File: src/rtl/user_arb_wr_req_pkg.sv
// Types shared by the user write-request arbiter and the write data mux.
// A mux command tells the data mux which source to drain and for how many bytes.
package user_arb_wr_req_pkg;

  localparam int DEST_BITS    = 4;
  localparam int LEN_BITS     = 28;
  localparam int MUX_CMD_BITS = DEST_BITS + LEN_BITS;

  typedef struct packed {
    logic [LEN_BITS-1:0]  len;
    logic [DEST_BITS-1:0] dest;
  } mux_cmd_t;

  typedef enum logic [0:0] {
    ST_IDLE = 1'b0,
    ST_HOLD = 1'b1
  } arb_state_t;

  // Bit width able to index v entries, never below one bit.
  function automatic int clog2s(input int v);
    return (v < 2) ? 1 : $clog2(v);
  endfunction

endpackage

File: src/rtl/user_arb_wr_req_if.sv
// Request/command bus of the user write-request arbiter.
// slave is the arbiter's view, master is the surrounding logic's view.
interface user_arb_wr_req_if
  import user_arb_wr_req_pkg::*;
#(
  parameter int N_ID      = 4,
  parameter int REQ_BITS  = 96,
  parameter int CMD_DEPTH = 16
);

  logic [N_ID-1:0]                s_req_valid;
  logic [N_ID-1:0]                s_req_ready;
  logic [N_ID-1:0][REQ_BITS-1:0]  s_req_data;

  logic                           m_req_valid;
  logic                           m_req_ready;
  logic [REQ_BITS-1:0]            m_req_data;

  logic                           m_mux_valid;
  logic                           m_mux_ready;
  logic [MUX_CMD_BITS-1:0]        m_mux_data;

  logic [clog2s(CMD_DEPTH):0]     m_cmd_used;

  modport slave (
    input  s_req_valid, s_req_data, m_req_ready, m_mux_ready,
    output s_req_ready, m_req_valid, m_req_data, m_mux_valid, m_mux_data, m_cmd_used
  );

  modport master (
    output s_req_valid, s_req_data, m_req_ready, m_mux_ready,
    input  s_req_ready, m_req_valid, m_req_data, m_mux_valid, m_mux_data, m_cmd_used
  );

endinterface

File: src/rtl/user_cmd_fifo.sv
// Synchronous FIFO with occupancy count; full blocks push even when a pop
// happens in the same cycle. Shared by the read and write request paths.
module user_cmd_fifo
  import user_arb_wr_req_pkg::*;
#(
  parameter int WIDTH = 32,
  parameter int DEPTH = 16
) (
  input  logic                   clk,
  input  logic                   rst,
  input  logic                   push,
  input  logic [WIDTH-1:0]       push_data,
  input  logic                   pop,
  output logic [WIDTH-1:0]       pop_data,
  output logic                   full,
  output logic                   empty,
  output logic [clog2s(DEPTH):0] count
);

  localparam int AW = clog2s(DEPTH);
  localparam int CW = AW + 1;

  logic [WIDTH-1:0] mem [DEPTH];
  logic [AW-1:0]    wr_ptr;
  logic [AW-1:0]    rd_ptr;
  logic [CW-1:0]    cnt;
  logic             wr_en;
  logic             rd_en;

  assign full  = (cnt == CW'(DEPTH));
  assign empty = (cnt == '0);
  assign wr_en = push && !full;
  assign rd_en = pop && !empty;

  always_ff @(posedge clk) begin
    if (rst) begin
      wr_ptr <= '0;
      rd_ptr <= '0;
      cnt    <= '0;
    end else begin
      if (wr_en) wr_ptr <= wr_ptr + 1'b1;
      if (rd_en) rd_ptr <= rd_ptr + 1'b1;
      case ({wr_en, rd_en})
        2'b10:   cnt <= cnt + 1'b1;
        2'b01:   cnt <= cnt - 1'b1;
        default: cnt <= cnt;
      endcase
    end
  end

  always_ff @(posedge clk) begin
    if (wr_en) mem[wr_ptr] <= push_data;
  end

  assign pop_data = mem[rd_ptr];
  assign count    = cnt;

endmodule

File: src/rtl/user_arb_wr_req.sv
// Round-robin merge of user write-request streams into one host request stream,
// queueing a {len, dest} command per request for the downstream write data mux.
module user_arb_wr_req
  import user_arb_wr_req_pkg::*;
#(
  parameter int N_ID      = 4,
  parameter int REQ_BITS  = 96,
  parameter int LEN_OFFS  = 48,
  parameter int CMD_DEPTH = 16
) (
  input  logic             aclk,
  input  logic             areset,
  user_arb_wr_req_if.slave bus
);

  logic [DEST_BITS-1:0] rr_ptr_p0;
  logic [DEST_BITS-1:0] grant_p0;
  logic [DEST_BITS-1:0] next_ptr_p0;
  logic [N_ID-1:0]      vld_sh_p0;
  logic                 any_vld_p0;
  logic                 out_free_p0;
  logic                 acc_p0;
  logic                 push_p0;
  logic [REQ_BITS-1:0]  req_word_p0;
  mux_cmd_t             cmd_p0;
  logic                 cmd_full;
  logic                 cmd_empty;

  arb_state_t           state_p1;
  logic                 vld_p1;
  logic [REQ_BITS-1:0]  req_data_p1;

  // Stage p0: round-robin grant, accept decision and command push.
  // Scanning downwards and overwriting leaves the first valid source at or after rr_ptr.
  always_comb begin
    grant_p0   = '0;
    any_vld_p0 = 1'b0;
    vld_sh_p0  = '0;
    for (int i = N_ID - 1; i >= 0; i--) begin
      vld_sh_p0 = bus.s_req_valid >> ((int'(rr_ptr_p0) + i) % N_ID);
      if (vld_sh_p0[0]) begin
        grant_p0   = DEST_BITS'((int'(rr_ptr_p0) + i) % N_ID);
        any_vld_p0 = 1'b1;
      end
    end
  end

  always_comb begin
    req_word_p0     = '0;
    bus.s_req_ready = '0;
    for (int i = 0; i < N_ID; i++) begin
      if (grant_p0 == DEST_BITS'(i)) begin
        req_word_p0        = bus.s_req_data[i];
        bus.s_req_ready[i] = acc_p0;
      end
    end
  end

  assign out_free_p0 = !vld_p1 || bus.m_req_ready;
  assign acc_p0      = any_vld_p0 && out_free_p0 && !cmd_full && !areset;
  assign next_ptr_p0 = DEST_BITS'((int'(grant_p0) + 1) % N_ID);

  always_comb begin
    cmd_p0.len  = req_word_p0[LEN_OFFS +: LEN_BITS];
    cmd_p0.dest = grant_p0;
  end

  // Zero-length requests are swallowed: the data mux beat counter cannot take len 0.
  assign push_p0 = acc_p0 && (cmd_p0.len != '0);

  user_cmd_fifo #(
    .WIDTH (MUX_CMD_BITS),
    .DEPTH (CMD_DEPTH)
  ) u_cmd_fifo (
    .clk       (aclk),
    .rst       (areset),
    .push      (push_p0),
    .push_data (cmd_p0),
    .pop       (bus.m_mux_ready),
    .pop_data  (bus.m_mux_data),
    .full      (cmd_full),
    .empty     (cmd_empty),
    .count     (bus.m_cmd_used)
  );

  assign bus.m_mux_valid = !cmd_empty;

  // Stage p1: output request register, held stable while the host stalls.
  always_ff @(posedge aclk) begin
    if (areset) begin
      state_p1  <= ST_IDLE;
      vld_p1    <= 1'b0;
      rr_ptr_p0 <= '0;
    end else begin
      if (acc_p0) rr_ptr_p0 <= next_ptr_p0;
      case (state_p1)
        ST_IDLE: begin
          if (push_p0) begin
            state_p1 <= ST_HOLD;
            vld_p1   <= 1'b1;
          end
        end
        ST_HOLD: begin
          if (bus.m_req_ready && !push_p0) begin
            state_p1 <= ST_IDLE;
            vld_p1   <= 1'b0;
          end
        end
        default: begin
          state_p1 <= ST_IDLE;
          vld_p1   <= 1'b0;
        end
      endcase
    end
  end

  always_ff @(posedge aclk) begin
    if (push_p0) req_data_p1 <= req_word_p0;
  end

  assign bus.m_req_valid = vld_p1;
  assign bus.m_req_data  = req_data_p1;

endmodule

File: src/flat_wrapper.sv
// flat-port wrapper written by rule: the top's interface ports become plain ports
module user_arb_wr_req_flat import user_arb_wr_req_pkg::*;
#(
  parameter int N_ID      = 4,
  parameter int REQ_BITS  = 96,
  parameter int LEN_OFFS  = 48,
  parameter int CMD_DEPTH = 16
)
  (aclk, areset, bus_s_req_valid, bus_s_req_data, bus_m_req_ready, bus_m_mux_ready, bus_s_req_ready, bus_m_req_valid, bus_m_req_data, bus_m_mux_valid, bus_m_mux_data, bus_m_cmd_used);
  user_arb_wr_req_if #(.N_ID(N_ID), .REQ_BITS(REQ_BITS), .CMD_DEPTH(CMD_DEPTH)) bus_i ();
  input  logic aclk;
  input  logic areset;
  input wire logic [$bits(bus_i.s_req_valid)-1:0] bus_s_req_valid;
  input wire logic [$bits(bus_i.s_req_data)-1:0] bus_s_req_data;
  input wire logic [$bits(bus_i.m_req_ready)-1:0] bus_m_req_ready;
  input wire logic [$bits(bus_i.m_mux_ready)-1:0] bus_m_mux_ready;
  output wire logic [$bits(bus_i.s_req_ready)-1:0] bus_s_req_ready;
  output wire logic [$bits(bus_i.m_req_valid)-1:0] bus_m_req_valid;
  output wire logic [$bits(bus_i.m_req_data)-1:0] bus_m_req_data;
  output wire logic [$bits(bus_i.m_mux_valid)-1:0] bus_m_mux_valid;
  output wire logic [$bits(bus_i.m_mux_data)-1:0] bus_m_mux_data;
  output wire logic [$bits(bus_i.m_cmd_used)-1:0] bus_m_cmd_used;
  assign bus_i.s_req_valid = bus_s_req_valid;
  assign bus_i.s_req_data = bus_s_req_data;
  assign bus_i.m_req_ready = bus_m_req_ready;
  assign bus_i.m_mux_ready = bus_m_mux_ready;
  assign bus_s_req_ready = bus_i.s_req_ready;
  assign bus_m_req_valid = bus_i.m_req_valid;
  assign bus_m_req_data = bus_i.m_req_data;
  assign bus_m_mux_valid = bus_i.m_mux_valid;
  assign bus_m_mux_data = bus_i.m_mux_data;
  assign bus_m_cmd_used = bus_i.m_cmd_used;
  user_arb_wr_req #(.N_ID(N_ID), .REQ_BITS(REQ_BITS), .LEN_OFFS(LEN_OFFS), .CMD_DEPTH(CMD_DEPTH)) u_core (.aclk(aclk), .areset(areset), .bus(bus_i));
endmodule
File: config.mk
export PLATFORM = sky130hd
export DESIGN_NAME = user_arb_wr_req_flat
export DESIGN_NICKNAME = d
export VERILOG_FILES = /design/src/rtl/user_arb_wr_req_pkg.sv /design/src/rtl/user_arb_wr_req_if.sv /design/src/rtl/user_cmd_fifo.sv /design/src/rtl/user_arb_wr_req.sv /design/src/flat_wrapper.sv
export SDC_FILE = /design/constraint.sdc
export NUM_CORES = 1
export LEC_CHECK = 0
export ABC_AREA = 1
export BUFFER_PORTS_ARGS = -buffer_cell sky130_fd_sc_hd__clkbuf_2
export CELL_PAD_IN_SITES_DETAIL_PLACEMENT = 1
export CELL_PAD_IN_SITES_GLOBAL_PLACEMENT = 1
export CORE_ASPECT_RATIO = 2
export CORE_UTILIZATION = 48
export CTS_CLUSTER_DIAMETER = 40
export CTS_CLUSTER_SIZE = 16
export DETAILED_ROUTE_END_ITERATION = 10
export PLACE_DENSITY = 0.9
export SYNTH_ARGS = -nofsm -noshare
export SYNTH_HDL_FRONTEND = slang
export SYNTH_HIERARCHICAL = 1
export SYNTH_SLANG_ARGS = --single-unit
File: constraint.sdc
create_clock -name aclk -period 14 [get_ports aclk]
set_input_delay 0.7 -clock aclk [delete_from_list [all_inputs] [get_ports aclk]]
set_output_delay 0.7 -clock aclk [all_outputs]
set_load 0.005 [all_outputs]
==> qor.yml <==
antenna_found_initial: 31
startpoint_type: "register"
seq_area_frac_synth_pct: 66.74
rr_endpoint: "u_core/u_cmd_fifo/mem[6][3]"
cap_viol_max_count: 1
cts_tree: "done"
grt_max_degree: 228
setup_violations: 0
slowest_delay_ns: 1.21
path_clk_slew_ns: 0.07
wirelength_um: 112500
cp_slowest_cell: "nor2_4"
numCtsBuffers: 53
wl_per_cell_um: 31.93
grt_pass1_wl_um: 156600
drive_above_1_share_pct: 25.77
min_period_over_period_pct: 60.10
ys_seq_elements: 629
htreeDepth: 2
hp-start: "bus_s_req_data[310]"
start_util_pct: 48.75
root_buffer: "clkbuf_16"
dominantRegCellSynth: "edfxtp_1"
powerDensity_nw_per_um2: 272.7
rows: 124
slew_headroom_pct: -0.4856
areaGrowthSynthToFinish_pct: 17.15
cp-end-kind: "register"
gr-usage-all-layers_pct: 37.13
ant_nets: 0
hold_class: "input pin to register"
overflow: 0
worstPathRequired_ns: 14.21
synth_edf_count: 608
cts_buffer_depth: 3
r2r-start: "u_core/rr_ptr_p0[0]"
hold_end: "u_core/bus.m_req_data[22]"
yosys.area.top_type: "edfxtp_1"
p_leak_nw: 12.46
place.gp.congestion: 0.9877
rsz0062_at_grt: "no"
synth_cells: 2235
num_vias: 21720
tns_ns: 0
fillCellCount: 6028
drcViolationCount: 0
first_global_vias: 22420
port_buffers: 530
die_w_um: 172.7
core_area_sq_um: 57410
clock_skew_ns: 0.03789
ff2ff_path_depth: 25
cts.hold.buffers_added: 0
timing_max_transition_violations_final: 33
cp_max_fo: 48
dp_hpwl_um: 77980
cts_sinks: 629
hold_viol_final: 0
chipHeight_um: 343.5
io_pins: 531
avgSynthCellArea_sq_um: 12.52
holdPathStages: 3
yosys_warnings: 6
synth.cell_area_sq_um: 27980
clk_latency_ns: 0.63
violations: "capacitance limit, slew limit"
post_cts_resized: 0
ys_types: 43
worst-setup-path-type: "register to register"
yosysMostFrequentCell: "edfxtp_1"
max_freq_ghz: 0.1189
dr.first_iter.drc_count: 2805
min_period_ns: 8.414
worstPathArrival_ns: 8.62
post-cts-setup-buffer-count: 0
final_nets: 3120
crit_top_cell: "nand2_1"
synthArstFlopShare_pct: 0
yosys-top-cells-area: "edfxtp_1 65%, mux2i_1 4.6%, o211ai_1 3.0%, a21oi_1 3.0%, nand2_1 3.0%"
path_buf_inv: 6
crit_family: "simple AND/OR/NAND/NOR gates"
status: "finished, violations left"
ir_worst_vdd_uv: 168.3
dr.pass1.iters: 6
total_power_w: 0.008939
routed_via_density: 6.164
dieArea_sq_um: 59330
tightest_slew_ns: 1.504
rrSetupSlack_ns: 5.59
synth_commonest_cells: "608 x edfxtp_1, 221 x nand2_1, 177 x inv_1"
post-synth-top-area-fraction_pct: 65.24
==> kinds of logic after synthesis <==
| logic type | Yosys count | synth area share [%] |
|---|---|---|
| AO/OA/AOI/OAI | 638 | 14.75 |
| flip-flops | 629 | 66.74 |
| AND/OR/NAND/NOR | 467 | 6.832 |
| buffers and inverters | 353 | 6.327 |
| multiplexers | 129 | 4.614 |
| adder cells (fa/ha/maj) | 12 | 0.5365 |
| XOR/XNOR | 6 | 0.1878 |
| other | 1 | 0.01340 |
==> layout make-up <==
class                   count  area [sq um]  area share [%]
inverters                 197         758.2           2.313
multi-input cells        1284          7810           23.82
clock buffers              60          1405           4.286
clock inverters            23         291.5          0.8893
flip-flops and latches    629         18690           57.01
diodes                     24         60.06          0.1832
well taps                 756         945.9           2.885
repair buffers            551          2823           8.610
==> power by group <==
group	total (W)	internal, W	leakage (nW)	switching [W]
registers	0.00344	0.00328	5.77	0.000159
logic	0.00398	0.00102	5.86	0.00297
clock network	0.00151	0.000801	0.818	0.000710
==> placed cells by master (no fill, tap or decap), types with 5 or more instances in the layout <==
cell	instances
nor2_1	153
nand3_1	53
o31ai_1	69
a21boi_1	18
nand4_1	5
o21ai_0	75
clkbuf_2	530
clkbuf_16	55
a21oi_1	166
mux2i_1	129
diode_2	24
o21ai_1	102
conb_1	32
inv_1	177
nand2_1	221
inv_2	8
clkinv_2	11
o211ai_2	18
or2_1	5
a221oi_1	68
nor2_4	16
xor2_1	6
o211ai_1	111
dfxtp_1	18
buf_4	20
ha_1	9
edfxtp_1	608
==> sequential cells by signal, indices dropped and copies added (netlist names), named ones only <==
name                      count
u_core/bus.m_req_valid        1
u_core/bus.m_req_data        96
u_core/u_cmd_fifo/rd_ptr      4
u_core/u_cmd_fifo/wr_ptr      4
u_core/u_cmd_fifo/mem       512
u_core/rr_ptr_p0              2
u_core/state_p1               1
u_core/u_cmd_fifo/count       5
==> per-layer routing <==
| layer | routed length, um | vias up | global-route usage [%] |
|---|---|---|---|
| li1 | - | 9161 | - |
| met1 | 38080 | 10700 | 42.86 |
| met2 | 55090 | 1572 | 62.46 |
| met3 | 12670 | 280 | 9.881 |
| met4 | 6606 | 12 | 21.35 |
| met5 | 79 | - | 0 |
==> worst max path at each step <==
stage	from	to	slack, ns	cells past startpoint
floorplan	bus_s_req_valid[2]	u_core/u_cmd_fifo/mem[11][0]	7.36	25
global placement	bus_s_req_valid[2]	u_core/u_cmd_fifo/mem[4][29]	6.20	23
detailed placement	bus_s_req_valid[1]	u_core/u_cmd_fifo/mem[6][24]	5.59	25
CTS	u_core/rr_ptr_p0[0]	u_core/u_cmd_fifo/mem[6][3]	5.77	25
global route	u_core/rr_ptr_p0[0]	u_core/u_cmd_fifo/mem[6][21]	5.29	25
finish	u_core/rr_ptr_p0[0]	u_core/u_cmd_fifo/mem[6][3]	5.59	25
==> metrics by stage <==
step / area (sq um) / hold WS (ns) / std cells / worst slack [ns] / utilization, %
detailed placement: 31030 / 0.5226 / 3417 / 5.591 / 54.05
floorplan: 28100 / 0.4694 / 2266 / 7.361 / -
global placement: 31030 / 0.4791 / 3417 / 6.204 / 54.05
CTS: 32720 / 0.3281 / 3500 / 5.773 / 57.00
global route: 32770 / 0.3609 / 3519 / 5.291 / 57.09
finish: 32780 / 0.3582 / 3524 / 5.586 / 57.11
==> worst register-to-register path, cell delays in order, from the launching register on <==
cell	delay, ns
dfxtp_1	0.51
xor2_1	0.28
inv_1	0.08
or2_1	0.25
nand2_1	0.07
inv_1	0.05
a21oi_2	0.14
or2_1	0.13
nand2_2	0.27
inv_1	0.24
ha_1	0.84
inv_1	0.35
nor2_8	0.61
nand2_1	0.12
and2_1	0.17
o21ai_1	0.92
nor2_1	0.08
nand2_1	0.12
nor2_1	0.06
nand2_1	0.10
nand2_2	0.08
inv_4	0.68
nand2_4	0.23
inv_2	0.16
nand2_1	0.27
nor2_4	1.21
Power figures use the tool's default switching activity.
